==> src/rtl/mbfifo_pkg.sv <==
// Shared definitions for the multi-buffer packet FIFO.
//   buf_state_e : lifecycle of one packet buffer
//   rd_state_e  : reader side (idle / buffer presented / buffer draining)
//   clog2       : ceiling log2, used to size index and counter fields
package mbfifo_pkg;

  typedef enum logic [1:0] {
    BUF_EMPTY    = 2'd0,
    BUF_FILLING  = 2'd1,
    BUF_FULL     = 2'd2,
    BUF_DRAINING = 2'd3
  } buf_state_e;

  typedef enum logic [1:0] {
    RD_IDLE    = 2'd0,
    RD_PRESENT = 2'd1,
    RD_DRAIN   = 2'd2
  } rd_state_e;

  function automatic int clog2(input int value);
    int r;
    r = 0;
    for (int v = value - 1; v > 0; v = v >> 1) r++;
    return r;
  endfunction

endpackage

==> src/rtl/mbfifo_ram.sv <==
// Simple dual-port RAM backing all packet buffers.
//   clk, rst_n     : clock, async active-low reset (clears only the read register)
//   we/waddr/wdata : write port
//   re/raddr/rdata : registered read port; rdata holds its value while re is low
module mbfifo_ram #(
  parameter int DATA_WIDTH = 8,
  parameter int ADDR_WIDTH = 5,
  parameter int WORDS      = 32
) (
  input  logic                  clk,
  input  logic                  rst_n,
  input  logic                  we,
  input  logic [ADDR_WIDTH-1:0] waddr,
  input  logic [DATA_WIDTH-1:0] wdata,
  input  logic                  re,
  input  logic [ADDR_WIDTH-1:0] raddr,
  output logic [DATA_WIDTH-1:0] rdata
);

  logic [DATA_WIDTH-1:0] mem [WORDS];

  always_ff @(posedge clk) begin
    if (we) mem[waddr] <= wdata;
  end

  // Read register is reset so no word from before a reset can appear on rdata.
  always_ff @(posedge clk or negedge rst_n) begin
    if (!rst_n)  rdata <= '0;
    else if (re) rdata <= mem[raddr];
  end

endmodule

==> src/rtl/mbfifo.sv <==
// Single-clock N-buffer packet FIFO. The writer claims an empty buffer, fills it
// and commits it; committed buffers are presented to the reader in commit order
// with first-word-fall-through read data.
//   write_ready/write_activate/write_strobe/write_data : writer side
//   write_fifo_size : words per buffer
//   read_ready/read_activate/read_strobe/read_data/read_count : reader side
//   starved, overflow, underflow : status / error pulses
//
// state        | meaning
// BUF_EMPTY    | free, may be claimed by the writer
// BUF_FILLING  | claimed, accepting writes
// BUF_FULL     | committed, waiting in the order queue or presented
// BUF_DRAINING | claimed by the reader
// RD_IDLE      | nothing presented
// RD_PRESENT   | queue head popped, read_ready high
// RD_DRAIN     | reader owns the buffer
module mbfifo
  import mbfifo_pkg::*;
#(
  parameter int DATA_WIDTH    = 8,
  parameter int ADDRESS_WIDTH = 4,
  parameter int NUM_BUFFERS   = 2,
  parameter int COUNT_WIDTH   = 24
) (
  input  logic                   clk,
  input  logic                   rst_n,
  output logic [NUM_BUFFERS-1:0] write_ready,
  input  logic [NUM_BUFFERS-1:0] write_activate,
  output logic [COUNT_WIDTH-1:0] write_fifo_size,
  input  logic                   write_strobe,
  input  logic [DATA_WIDTH-1:0]  write_data,
  output logic                   starved,
  output logic                   overflow,
  output logic                   read_ready,
  input  logic                   read_activate,
  output logic [COUNT_WIDTH-1:0] read_count,
  input  logic                   read_strobe,
  output logic [DATA_WIDTH-1:0]  read_data,
  output logic                   underflow
);

  localparam int DEPTH  = 1 << ADDRESS_WIDTH;
  localparam int IDX_W  = clog2(NUM_BUFFERS);
  localparam int CW     = ADDRESS_WIDTH + 1;
  localparam int QW     = clog2(NUM_BUFFERS + 1);
  localparam int RAM_AW = IDX_W + ADDRESS_WIDTH;
  localparam logic [CW-1:0] FULL_COUNT = CW'(DEPTH);

  buf_state_e             st_q [NUM_BUFFERS];
  buf_state_e             st_d [NUM_BUFFERS];
  logic [CW-1:0]          wcount_q [NUM_BUFFERS];
  logic [NUM_BUFFERS-1:0] wa_q;
  logic                   rst_done_q, wr_busy_q, ovf_q, unf_q;
  logic [IDX_W-1:0]       widx_q, ridx_q, claim_idx;
  logic [IDX_W-1:0]       q_mem [NUM_BUFFERS];
  logic [IDX_W-1:0]       q_head_q, q_tail_q;
  logic [QW-1:0]          q_cnt_q;
  rd_state_e              rd_q, rd_d;
  logic [CW-1:0]          rptr_q, rptr_d, rcount;
  logic                   claim, commit, commit_full, fill_active, wr_ok;
  logic                   rd_act, rd_rel, rd_ok, pop, ram_re;
  logic [ADDRESS_WIDTH-1:0] rd_off;
  logic [RAM_AW-1:0]      ram_waddr, ram_raddr;

  function automatic logic [IDX_W-1:0] q_next(input logic [IDX_W-1:0] p);
    return (p == IDX_W'(NUM_BUFFERS - 1)) ? '0 : p + IDX_W'(1);
  endfunction

  // Only one buffer fills at a time; among rising claims the lowest empty one wins.
  always_comb begin
    claim     = 1'b0;
    claim_idx = '0;
    for (int i = NUM_BUFFERS - 1; i >= 0; i--) begin
      if (write_activate[i] && !wa_q[i] && st_q[i] == BUF_EMPTY && !wr_busy_q && rst_done_q) begin
        claim     = 1'b1;
        claim_idx = IDX_W'(i);
      end
    end
  end

  assign fill_active = wr_busy_q && write_activate[widx_q];
  assign commit      = wr_busy_q && !write_activate[widx_q];
  assign commit_full = commit && (wcount_q[widx_q] != '0);
  assign wr_ok       = write_strobe && fill_active && (wcount_q[widx_q] != FULL_COUNT);

  assign rcount = wcount_q[ridx_q];
  assign rd_act = (rd_q == RD_PRESENT) && read_activate;
  assign rd_rel = (rd_q == RD_DRAIN) && !read_activate;
  assign rd_ok  = (rd_q == RD_DRAIN) && read_activate && read_strobe && (rptr_q != rcount);
  // A release frees the reader in the same cycle, so the next head can be popped at once.
  // Pop never sees a same-cycle push, which keeps the bypass at two cycles.
  assign pop    = ((rd_q == RD_IDLE) || rd_rel) && (q_cnt_q != '0);
  assign rptr_d = rptr_q + CW'(rd_ok);

  // Look ahead by one word so read_data advances on every accepted strobe.
  assign rd_off    = (rd_q == RD_DRAIN) ? rptr_d[ADDRESS_WIDTH-1:0] : '0;
  assign ram_re    = rd_act || rd_ok;
  assign ram_waddr = {widx_q, wcount_q[widx_q][ADDRESS_WIDTH-1:0]};
  assign ram_raddr = {ridx_q, rd_off};

  always_comb begin
    st_d = st_q;
    for (int i = 0; i < NUM_BUFFERS; i++) begin
      if (claim && claim_idx == IDX_W'(i))  st_d[i] = BUF_FILLING;
      if (commit && widx_q == IDX_W'(i))    st_d[i] = commit_full ? BUF_FULL : BUF_EMPTY;
      if (rd_act && ridx_q == IDX_W'(i))    st_d[i] = BUF_DRAINING;
      if (rd_rel && ridx_q == IDX_W'(i))    st_d[i] = BUF_EMPTY;
    end
  end

  always_comb begin
    rd_d = rd_q;
    case (rd_q)
      RD_IDLE:    if (pop) rd_d = RD_PRESENT;
      RD_PRESENT: if (read_activate) rd_d = RD_DRAIN;
      RD_DRAIN:   if (!read_activate) rd_d = pop ? RD_PRESENT : RD_IDLE;
      default:    rd_d = RD_IDLE;
    endcase
  end

  always_ff @(posedge clk or negedge rst_n) begin
    if (!rst_n) begin
      for (int i = 0; i < NUM_BUFFERS; i++) begin
        st_q[i]     <= BUF_EMPTY;
        wcount_q[i] <= '0;
        q_mem[i]    <= '0;
      end
      wa_q       <= '0;
      rst_done_q <= 1'b0;
      wr_busy_q  <= 1'b0;
      widx_q     <= '0;
      q_head_q   <= '0;
      q_tail_q   <= '0;
      q_cnt_q    <= '0;
      rd_q       <= RD_IDLE;
      ridx_q     <= '0;
      rptr_q     <= '0;
      ovf_q      <= 1'b0;
      unf_q      <= 1'b0;
    end else begin
      st_q       <= st_d;
      rd_q       <= rd_d;
      wa_q       <= write_activate;
      rst_done_q <= 1'b1;
      ovf_q      <= write_strobe && !wr_ok;
      unf_q      <= read_strobe && !rd_ok;
      if (claim) begin
        wr_busy_q           <= 1'b1;
        widx_q              <= claim_idx;
        wcount_q[claim_idx] <= '0;
      end else if (commit) begin
        wr_busy_q <= 1'b0;
      end
      if (wr_ok) wcount_q[widx_q] <= wcount_q[widx_q] + CW'(1);
      if (commit_full) begin
        q_mem[q_tail_q] <= widx_q;
        q_tail_q        <= q_next(q_tail_q);
      end
      if (pop) begin
        ridx_q   <= q_mem[q_head_q];
        q_head_q <= q_next(q_head_q);
      end
      if (commit_full && !pop)      q_cnt_q <= q_cnt_q + QW'(1);
      else if (pop && !commit_full) q_cnt_q <= q_cnt_q - QW'(1);
      rptr_q <= rd_act ? '0 : rptr_d;
    end
  end

  always_comb begin
    write_ready = '0;
    starved     = 1'b1;
    for (int i = 0; i < NUM_BUFFERS; i++) begin
      write_ready[i] = rst_done_q && (st_q[i] == BUF_EMPTY);
      if (st_q[i] == BUF_FULL || st_q[i] == BUF_DRAINING) starved = 1'b0;
    end
  end

  assign write_fifo_size = COUNT_WIDTH'(DEPTH);
  assign read_ready      = (rd_q == RD_PRESENT);
  assign read_count      = (rd_q != RD_IDLE) ? COUNT_WIDTH'(rcount) : '0;
  assign overflow        = ovf_q;
  assign underflow       = unf_q;

  mbfifo_ram #(
    .DATA_WIDTH(DATA_WIDTH),
    .ADDR_WIDTH(RAM_AW),
    .WORDS     (NUM_BUFFERS * DEPTH)
  ) u_ram (
    .clk  (clk),
    .rst_n(rst_n),
    .we   (wr_ok),
    .waddr(ram_waddr),
    .wdata(write_data),
    .re   (ram_re),
    .raddr(ram_raddr),
    .rdata(read_data)
  );

endmodule
==> config.mk <==
export PLATFORM = sky130hd
export DESIGN_NAME = mbfifo
export DESIGN_NICKNAME = d
export VERILOG_FILES = /design/src/rtl/mbfifo_pkg.sv /design/src/rtl/mbfifo_ram.sv /design/src/rtl/mbfifo.sv
export SDC_FILE = /design/constraint.sdc
export NUM_CORES = 1
export LEC_CHECK = 0
export BUFFER_PORTS_ARGS = -buffer_cell sky130_fd_sc_hd__clkbuf_2
export CAP_MARGIN = 20
export CORE_UTILIZATION = 55
export DETAILED_ROUTE_END_ITERATION = 7
export HOLD_SLACK_MARGIN = 0.03
export PLACE_DENSITY = 0.79
export SLEW_MARGIN = 20
export SYNTH_ARGS = -nofsm -noshare
export SYNTH_HDL_FRONTEND = slang
export SYNTH_SLANG_ARGS = --single-unit
==> constraint.sdc <==
create_clock -name clk -period 3.44 [get_ports clk]
set_clock_uncertainty 0.1 [all_clocks]
set_input_delay 0.688 -clock clk [delete_from_list [all_inputs] [get_ports clk]]
set_output_delay 0.688 -clock clk [all_outputs]
set_load 0.005 [all_outputs]
Yosys cells after proc, flatten, opt, wreduce, memory -nomap -nowiden

Memory sizes are Yosys's and may differ from the RTL's. A register that Yosys moved wholly into a read port is not among the register bits.
Cells that the tools add are included.
Widths: inputs -> output; s select.

Bits in registers: 35
Bits in latches: 0
Bits in writable memories: 256
Memory bits (read-only): 0
Memories: 1

Memories:

| name      | words | width | rd ports | clocked after Yosys merged registers in | write ports | RTL line         | source |
|---|---|---|---|---|---|---|---|
| u_ram.mem | 32    | 8     | 1        | 1                                       | 1           | mbfifo_ram.sv:20 | `logic [DATA_WIDTH-1:0] mem [WORDS];` |

$add $sub $neg: 6
Multiply operators: 0
Div/mod/pow operators: 0
$lt $le $gt $ge: 9
Eq/ne operators: 11
Shifts and indexed selects: 0
Mux-type cells: 51
Bitwise logic cells: 10
Reduce and logical (&&, ||, !) cells: 61

Operator list:

| kind                | count |
|---|---|
| $mux 5              | 10 |
| $logic_and 1x1->1   | 36 |
| $mux 2              | 14 |
| $mux 10             | 2 |
| $mux 1              | 18 |
| $and 10x10->10      | 1 |
| $bwmux 10           | 1 |
| $demux 5 s1         | 2 |
| $eq 2x2->1 const B  | 5 |
| $ge 2x2->1 const B  | 5 |
| $logic_not 1->1     | 10 |
| $not 1->2           | 5 |
| $not 10->10         | 1 |
| $reduce_bool 2->1   | 4 |
| $reduce_bool 4->1   | 2 |
| $logic_not 2->1     | 3 |
| $lt 2x1->1 const B  | 3 |
| $pmux 2 s3          | 1 |
| $add 5x1->5         | 1 |
| $add 5x1->5 const B | 1 |
| $ne 5x5->1          | 1 |
| $ne 5x5->1 const B  | 1 |
| $reduce_bool 5->1   | 1 |
| $logic_or 1x1->1    | 4 |
| other kinds (12)    | 16 |

Longest topological paths before layout

Gate-level depths: netlist of run 1.

Word-level depth: 17
Depth in mapped cells: 16

Modules after synthesis

A second synthesis of run 1 with hierarchy kept.

Cell total of the unflattened synthesis: 819
Area total of the unflattened synthesis: 12608.3 um^2

By module, submodules not included:

| module     | instances | cells an instance | area an instance (um^2) |
|---|---|---|---|
| mbfifo_ram | 1         | 591               | 10421.2 |
| mbfifo     | 1         | 228               | 2187.1 |

Least setup slack after synthesis of run 1

Ideal clock, no wire load.

Kind: register to register
Start: register ridx_q
End: register u_ram.rdata[3], read port of u_ram.mem
Data arrival time: 3.108 ns
Data required time: 3.215 ns
Slack: 0.107 ns
Stages on the path, launching flop included: 15
Buffers on the path: 3
Clock period less this slack: 3.333 ns
Path through: dfrtp_1 > buf_6 > mux2i_2 > xnor2_1 > nor3_2 > a31oi_2 > ha_1 > ha_1 > and3b_1 > buf_6 > buf_6 > mux4_2 > o22ai_1 > a311oi_1 > mux2_4

Cells in the longest elaborated chain, start to end: 8

RTL lines:

| element                                    | RTL line         | source |
|---|---|---|
| start: declaration                         | mbfifo.sv:54     | `logic [IDX_W-1:0] widx_q, ridx_q, claim_idx;` |
| start signal: assignment                   | mbfifo.sv:160    | `ridx_q <= q_mem[q_head_q];` |
| $not 1->2 (implied by the code)            | mbfifo.sv:86     | `assign rcount = wcount_q[ridx_q];` |
| $mux 5 (implied by the code) (3 in series) | mbfifo.sv:86     |  |
| $ne 5x5->1                                 | mbfifo.sv:89     | `assign rd_ok = (rd_q == RD_DRAIN) && read_activate && read_strobe && (rptr_q != rcount);` |
| $logic_and 1x1->1                          | mbfifo.sv:89     |  |
| $add 5x1->5                                | mbfifo.sv:93     | `assign rptr_d = rptr_q + CW'(rd_ok);` |
| $mux 4                                     | mbfifo.sv:96     | `assign rd_off = (rd_q == RD_DRAIN) ? rptr_d[ADDRESS_WIDTH-1:0] : '0;` |
| end: declaration                           | mbfifo_ram.sv:17 | `output logic [DATA_WIDTH-1:0] rdata` |

Several ways; a longest one is shown, not always the timed one. The select of a mux whose other input is x is not followed.
A chain may end at the register's enable or synchronous reset.

Worst setup path in the final report of run 1

Start: register ridx_q
End: register u_ram.rdata[5], read port of u_ram.mem

The elaborated chain is that of the path after synthesis.

==> results.json, run 1 <==
{
  "drive_gt1_share_pct": 26.6,
  "relSlewSlack_pct": 41.0,
  "dieArea_um2": 24000,
  "gp_congestion": 0.870,
  "avgSynthCellArea_um2": 14.7,
  "finalWirelength_um": 32600,
  "ctsHoldBuffers": 0,
  "cp_slowest_cell": "dfrtp_2",
  "grt_max_degree": 33,
  "worstPathRequired_ns": 3.83,
  "synth_edf_count": 256,
  "grt_antenna_before_repair": 0,
  "routed_via_density": 6.25,
  "synth.largest_area_cell": "edfxtp_1",
  "synth_fa_ha_area_share_pct": 0.682,
  "die_w_um": 155,
  "drv_slew": 0,
  "hold_path.class": "in2async",
  "clock_path_buffers": 3,
  "cts_max_level": 1,
  "leakage_nw": 5.35,
  "root_buffer": "clkbuf_16",
  "crit_chain": "mux2i_4 > xnor2_1 > nor3_2 > a31oi_2 > ha_4 > buf_12 > and3b_2 > nand2_1 > a31oi_1 > nand3_1 > a311oi_2 > mux2_4",
  "r2r_start": "ridx_q",
  "ys_warn_count": 0,
  "hold_viol_final": 0,
  "r2r_slack_ns": -0.08,
  "synth_mux_area_share_pct": 6.46,
  "clk_latency_ns": 0.55,
  "crit_path_end": "u_ram.rdata[5]",
  "reg2reg_depth": 12,
  "reg2reg_to": "u_ram.rdata[5]",
  "rsz0062_at_grt": "true",
  "cts_inserted_buffers": 29,
  "design_area_um2": 15200,
  "synth_compound_area_share_pct": 10.0,
  "wire_per_inst_um": 24.6,
  "grt_use_total_pct": 26.1,
  "finalPower_mw": 8.84,
  "synth_top_area_share_pct": 59.9,
  "initial_core_util_pct": 56.4,
  "layout.nets": 1020,
  "fp.dieH_um": 155,
  "cp-start-kind": "flop",
  "yosysSeqAreaShare_pct": 68.3,
  "dr.pass1.iters": 6,
  "ys_top_cells_by_area": "edfxtp_1 60%, dfrtp_1 8.4%, buf_4 3.0%",
  "cp_top_family": "simple AND/OR/NAND/NOR gates",
  "synth_xor_area_share_pct": 1.15,
  "violations": "negative setup slack",
  "status": "finished, violations left",
  "cts_tree": "built",
  "finalWorstSetupSlack_ns": -0.0758,
  "slowest_delay_ns": 0.49,
  "crit_buf_inv": 1,
  "synth-simple-area-share_pct": 8.40,
  "cp-end-kind": "flop",
  "grt_first_pass_wirelength_um": 46300,
  "power.density_nw_per_um2": 582,
  "synth_common_cells": "256 x edfxtp_1, 58 x nor2_1, 52 x buf_4, 48 x nand2_1, 43 x dfrtp_1",
  "path_max_fanout": 10,
  "synth_flop_cell": "edfxtp_1",
  "synthMostInstantiatedCell": "edfxtp_1",
  "timing.final.crit_share_pct": 102,
  "area_growth_pct": 18.3,
  "fillers": 1454,
  "synth_cell_type_count": 64,
  "placed_area_um2": 13700,
  "portBuffers": 33,
  "async_flop_share_pct": 14.4,
  "critical_path_arrival_ns": 3.91,
  "via_count": 8293,
  "syn_area_um2": 12800,
  "max_freq_mhz": 284,
  "synth_top_family_by_area": "compound AO/OA/AOI/OAI gates",
  "gr-total-overflow": 0,
  "path_class": "reg2reg",
  "diodes": 0,
  "min_period_ns": 3.52,
  "worstSetupStartpoint": "ridx_q",
  "hpwlAfterDp_um": 19700,
  "remaining_drc_errors": 0,
  "ant_nets": 0,
  "ioPinCount": 77,
  "clock-sinks": 299,
  "grt_pass1_vias": 7944,
  "drt-initial-drc-count": 1158,
  "cp.depth": 12,
  "worst_slew_pin_slew_ns": 0.884,
  "cts.clk_slew.worst_paths_ns": 0.06,
  "irDropWorstVdd_uv": 435,
  "setup_viol": 6,
  "syn_inst": 876,
  "drv_cap": 0,
  "rows": 55,
  "ys_ff_latch": 299,
  "coreArea_um2": 22800
}
==> placed cells by master (no fill, tap or decap), types with 6 or more instances in the layout <==
| cell type | count |
|---|---|
| nand3_1 | 34 |
| o221ai_1 | 14 |
| a221o_1 | 10 |
| edfxtp_1 | 256 |
| o311ai_2 | 10 |
| conb_1 | 44 |
| a21oi_1 | 22 |
| nand2_1 | 48 |
| nor3b_1 | 7 |
| a22o_1 | 6 |
| nor2b_1 | 21 |
| nand2b_1 | 11 |
| o22ai_1 | 21 |
| clkbuf_16 | 33 |
| xor2_1 | 8 |
| mux2i_1 | 28 |
| buf_4 | 88 |
| nor2_1 | 57 |
| dfrtp_1 | 42 |
| mux2_4 | 6 |
| a211oi_2 | 9 |
| a31oi_1 | 8 |
| xnor2_1 | 7 |
| clkbuf_2 | 33 |
| clkinv_2 | 6 |
| inv_1 | 9 |
| mux4_2 | 16 |
| o211ai_1 | 11 |
| buf_6 | 6 |
| o22ai_2 | 7 |
| o21ai_0 | 27 |
==> kinds of logic (layout without fill, tap and decap cells) <==
family	Yosys count	in the layout
mux	59	59
compound gates	183	183
buf+inv	100	196
other cells	2	44
fa+ha+maj	7	7
xor+xnor	16	16
flops	299	299
simple gates	210	210
==> sequential cells by signal, summed over array words and instances (netlist names), 4 cells and up <==
register	cells
wcount_q	10
u_ram.rdata	8
rptr_q	5
u_ram.mem	256
st_q	4
==> power by group <==
| group | switching (mW) | internal (mW) | leakage, nW |
|---|---|---|---|
| clock | 1.30 | 1.67 | 0.426 |
| combinational | 0.922 | 0.666 | 2.10 |
| sequential | 0.195 | 4.08 | 2.83 |
==> timing repair <==
item | in CTS | in global routing
gates resized for setup | 31 | 49
buffers inserted | 4 | 12
pin swaps | 4 | 20
setup endpoints to repair | 8 | 8
gates cloned | 0 | 4
==> cell type report <==
| type | instances | area [um2] | area share (%) |
|---|---|---|---|
| clock buffers | 34 | 744 | 4.90 |
| flip-flops and latches | 299 | 8760 | 57.7 |
| well taps | 313 | 392 | 2.58 |
| repair buffers | 140 | 1170 | 7.67 |
| multi-input cells | 519 | 3980 | 26.2 |
| inverters | 9 | 33.8 | 0.222 |
| clock inverters | 13 | 114 | 0.749 |
==> worst min path at each step <==
stage	slack, ns	depth (start not counted)	start	to
6_report	0.15	1	rst_n	wcount_q[5]
5_1_grt	0.19	1	write_activate[1]	wa_q[1]
4_1_cts	0.15	1	rst_n	u_ram.rdata[7]
3_5_place_dp	0.36	1	q_cnt_q[1]	q_cnt_q[1]
3_3_place_gp	0.36	1	q_cnt_q[1]	q_cnt_q[1]
2_1_floorplan	0.29	0	rst_n	overflow
==> routing by layer <==
layer | track usage [%] | up-vias | wire length, um
li1 | - | 3535 | -
met1 | 35.2 | 4117 | 12700
met2 | 41.0 | 560 | 15400
met3 | 4.99 | 81 | 3180
met4 | 12.8 | 0 | 1350
met5 | 0 | - | 0
==> stage by stage <==
stage / worst slack (ns) / TNS, ns / hold slack [ns] / cells / util, %
2_1_floorplan: 0.107 / 0 / 0.292 / 918 / -
3_3_place_gp: -0.172 / -1.04 / 0.359 / 1261 / 60.1
3_5_place_dp: -0.331 / -2.37 / 0.361 / 1261 / 60.1
4_1_cts: 0.00401 / 0 / 0.153 / 1312 / 64.7
5_1_grt: -0.151 / -0.893 / 0.186 / 1327 / 66.7
6_report: -0.0758 / -0.257 / 0.149 / 1327 / 66.7
(Power assumes the default switching activity.)
==> run 2, diff against run 1 <==
--- a/config.mk
+++ b/config.mk
@@ -7,8 +7,10 @@
 export LEC_CHECK = 0
 export BUFFER_PORTS_ARGS = -buffer_cell sky130_fd_sc_hd__clkbuf_2
 export CAP_MARGIN = 20
+export CORE_MARGIN = 2
 export CORE_UTILIZATION = 55
 export DETAILED_ROUTE_END_ITERATION = 7
+export GPL_TIMING_DRIVEN = 1
 export HOLD_SLACK_MARGIN = 0.03
 export PLACE_DENSITY = 0.79
 export SLEW_MARGIN = 20
==> run 2 against run 1 <==
The run still ends with negative setup slack left. Critical path depth grew 1. Setup slack lost 0.027 ns. Global-route usage grew 0.13 points. Critical path type unchanged. Largest cell class unchanged.
==> results.json, run 2 (same netlist as run 1, synthesis figures left out) <==
{
  "power.density_nw_per_um2": 604,
  "power_frac_seq_pct": 46.9,
  "clock_path_buffers": 3,
  "layout.nets": 1006,
  "dp_slack_ns": -0.369,
  "reg_top3": "u_ram.mem: 256 flops, wcount_q: 10 flops, u_ram.rdata: 8 flops",
  "clock-sinks": 299,
  "worstPathRequired_ns": 3.85,
  "timing.final.crit_share_pct": 103,
  "relSlewSlack_pct": 42.1,
  "grt_antenna_before_repair": 0,
  "irDropWorstVdd_uv": 499,
  "area_growth_pct": 16.5,
  "routed_via_density": 6.18,
  "finalWorstSetupSlack_ns": -0.103,
  "die_w_um": 157,
  "drv_slew": 0,
  "setup_viol": 7,
  "grt_pass1_vias": 7927,
  "initial_core_util_pct": 56.4,
  "fp.dieH_um": 157,
  "drv_cap": 0,
  "root_buffer": "clkbuf_16",
  "final_common_cell": "edfxtp_1",
  "dieArea_um2": 24600,
  "largest_register": "u_ram.mem",
  "placed_area_um2": 13700,
  "rsz0062_at_grt": "true",
  "grt_first_pass_wirelength_um": 47900,
  "portBuffers": 33,
  "post-route-util_pct": 65.7,
  "gr-total-overflow": 0,
  "wire_per_inst_um": 23.7,
  "design_area_um2": 15000,
  "internal_power_mw": 6.63,
  "status": "finished, violations left",
  "path_max_fanout": 13,
  "cts_inserted_buffers": 29,
  "pwr-share-comb_pct": 16.2,
  "cts_max_level": 1,
  "layout.cells.most_common_list": "256 x edfxtp_1, 83 x buf_4, 58 x nor2_1",
  "via_count": 8164,
  "drive_gt1_share_pct": 23.7,
  "grt_max_degree": 40,
  "worst_slew_pin_slew_ns": 0.868,
  "rows": 55,
  "cp-end-kind": "flop",
  "max_freq_mhz": 282,
  "numPlacedInstances": 1258,
  "ioPinCount": 77,
  "violations": "negative setup slack",
  "drt-initial-drc-count": 906,
  "switchingPower_mw": 2.40,
  "swShare_pct": 26.6,
  "cts.clk_slew.worst_paths_ns": 0.06,
  "diodes": 0,
  "remaining_drc_errors": 0,
  "finalPower_mw": 9.03,
  "min_period_ns": 3.54,
  "fin_cells": 1320,
  "hpwlAfterDp_um": 20000,
  "leakage_nw": 5.25,
  "clk_latency_ns": 0.57,
  "grt_use_total_pct": 26.2,
  "finalWirelength_um": 31200,
  "hold_viol_final": 0,
  "coreArea_um2": 22800,
  "cp-start-kind": "flop",
  "largest_reg_flops": 256,
  "path_class": "reg2reg",
  "clockPowerShare_pct": 36.9,
  "critical_path_arrival_ns": 3.96,
  "ant_nets": 0,
  "setup_tns_ns": -0.391,
  "hold_path.class": "in2reg",
  "timing.hold.ws_ns": 0.194,
  "gp_congestion": 0.922,
  "dr.pass1.iters": 5,
  "cts_tree": "built"
}
## run 2: worst paths after layout
kind | cells after the start | slack (ns) | from | end
hold / removal | 1 | 0.19 | write_activate[1] | wa_q[1]
hold reg to reg | 1 | 0.38 | q_cnt_q[1] | q_cnt_q[1]
setup / recovery | 13 | -0.10 | ridx_q | u_ram.rdata[1]
max in group asynchronous | 3 | 1.92 | rst_n | ridx_q
min in group asynchronous | 2 | 0.57 | rst_n | overflow
setup reg to reg | 13 | -0.10 | ridx_q | u_ram.rdata[1]
## run 2: power by group through the flow
| stage | Sequential [mW] | Combinational (mW) | Clock (mW) |
|---|---|---|---|
| 6_report | 4.24 | 1.46 | 3.33 |
| 5_1_grt | 4.25 | 1.58 | 3.51 |
| 4_1_cts | 4.23 | 1.42 | 3.35 |
| 3_5_place_dp | 4.30 | 1.37 | 0 |
| 3_3_place_gp | 4.30 | 1.33 | 0 |
| 2_1_floorplan | 4.24 | 0.951 | 0 |
## run 2: final cells by class
class                           instances  area [um2]
Clock buffer                           37         766
Clock inverter                         17         234
Fill cell                            1531        7820
Inverter                                9        33.8
Multi-Input combinational cell        519        3800
Sequential cell                       299        8760
Tap cell                              313         392
Timing Repair Buffer                  126         970
## run 2: metal layers
layer | global-route usage [%] | vias to the layer above | share of wire, %
met3 | 4.24 | 61 | 10
li1 | - | 3524 | -
met1 | 37.0 | 4008 | 40
met4 | 10.0 | 0 | 4.1
met5 | 0.621 | - | 0
met2 | 41.2 | 571 | 46
## run 2: worst max-delay path, cell delays in order (launching register included)
cell       delay [ns]
dfrtp_2          0.50
mux2i_4          0.29
xnor2_1          0.10
nor3_2           0.22
a31oi_2          0.15
ha_4             0.20
ha_4             0.28
buf_6            0.11
nand4bb_4        0.29
o22ai_2          0.13
o311ai_2         0.48
o22ai_2          0.16
a311oi_1         0.30
mux2_4           0.20
## run 2: timing repair
item / in CTS / in global routing
setup buffers: 6 / 1
pin swaps: 5 / 1
resized for setup: 25 / 9
hold buffers: 1 / 0
setup endpoints to repair: 8 / 8
endpoints found under the hold margin: 3 / 0
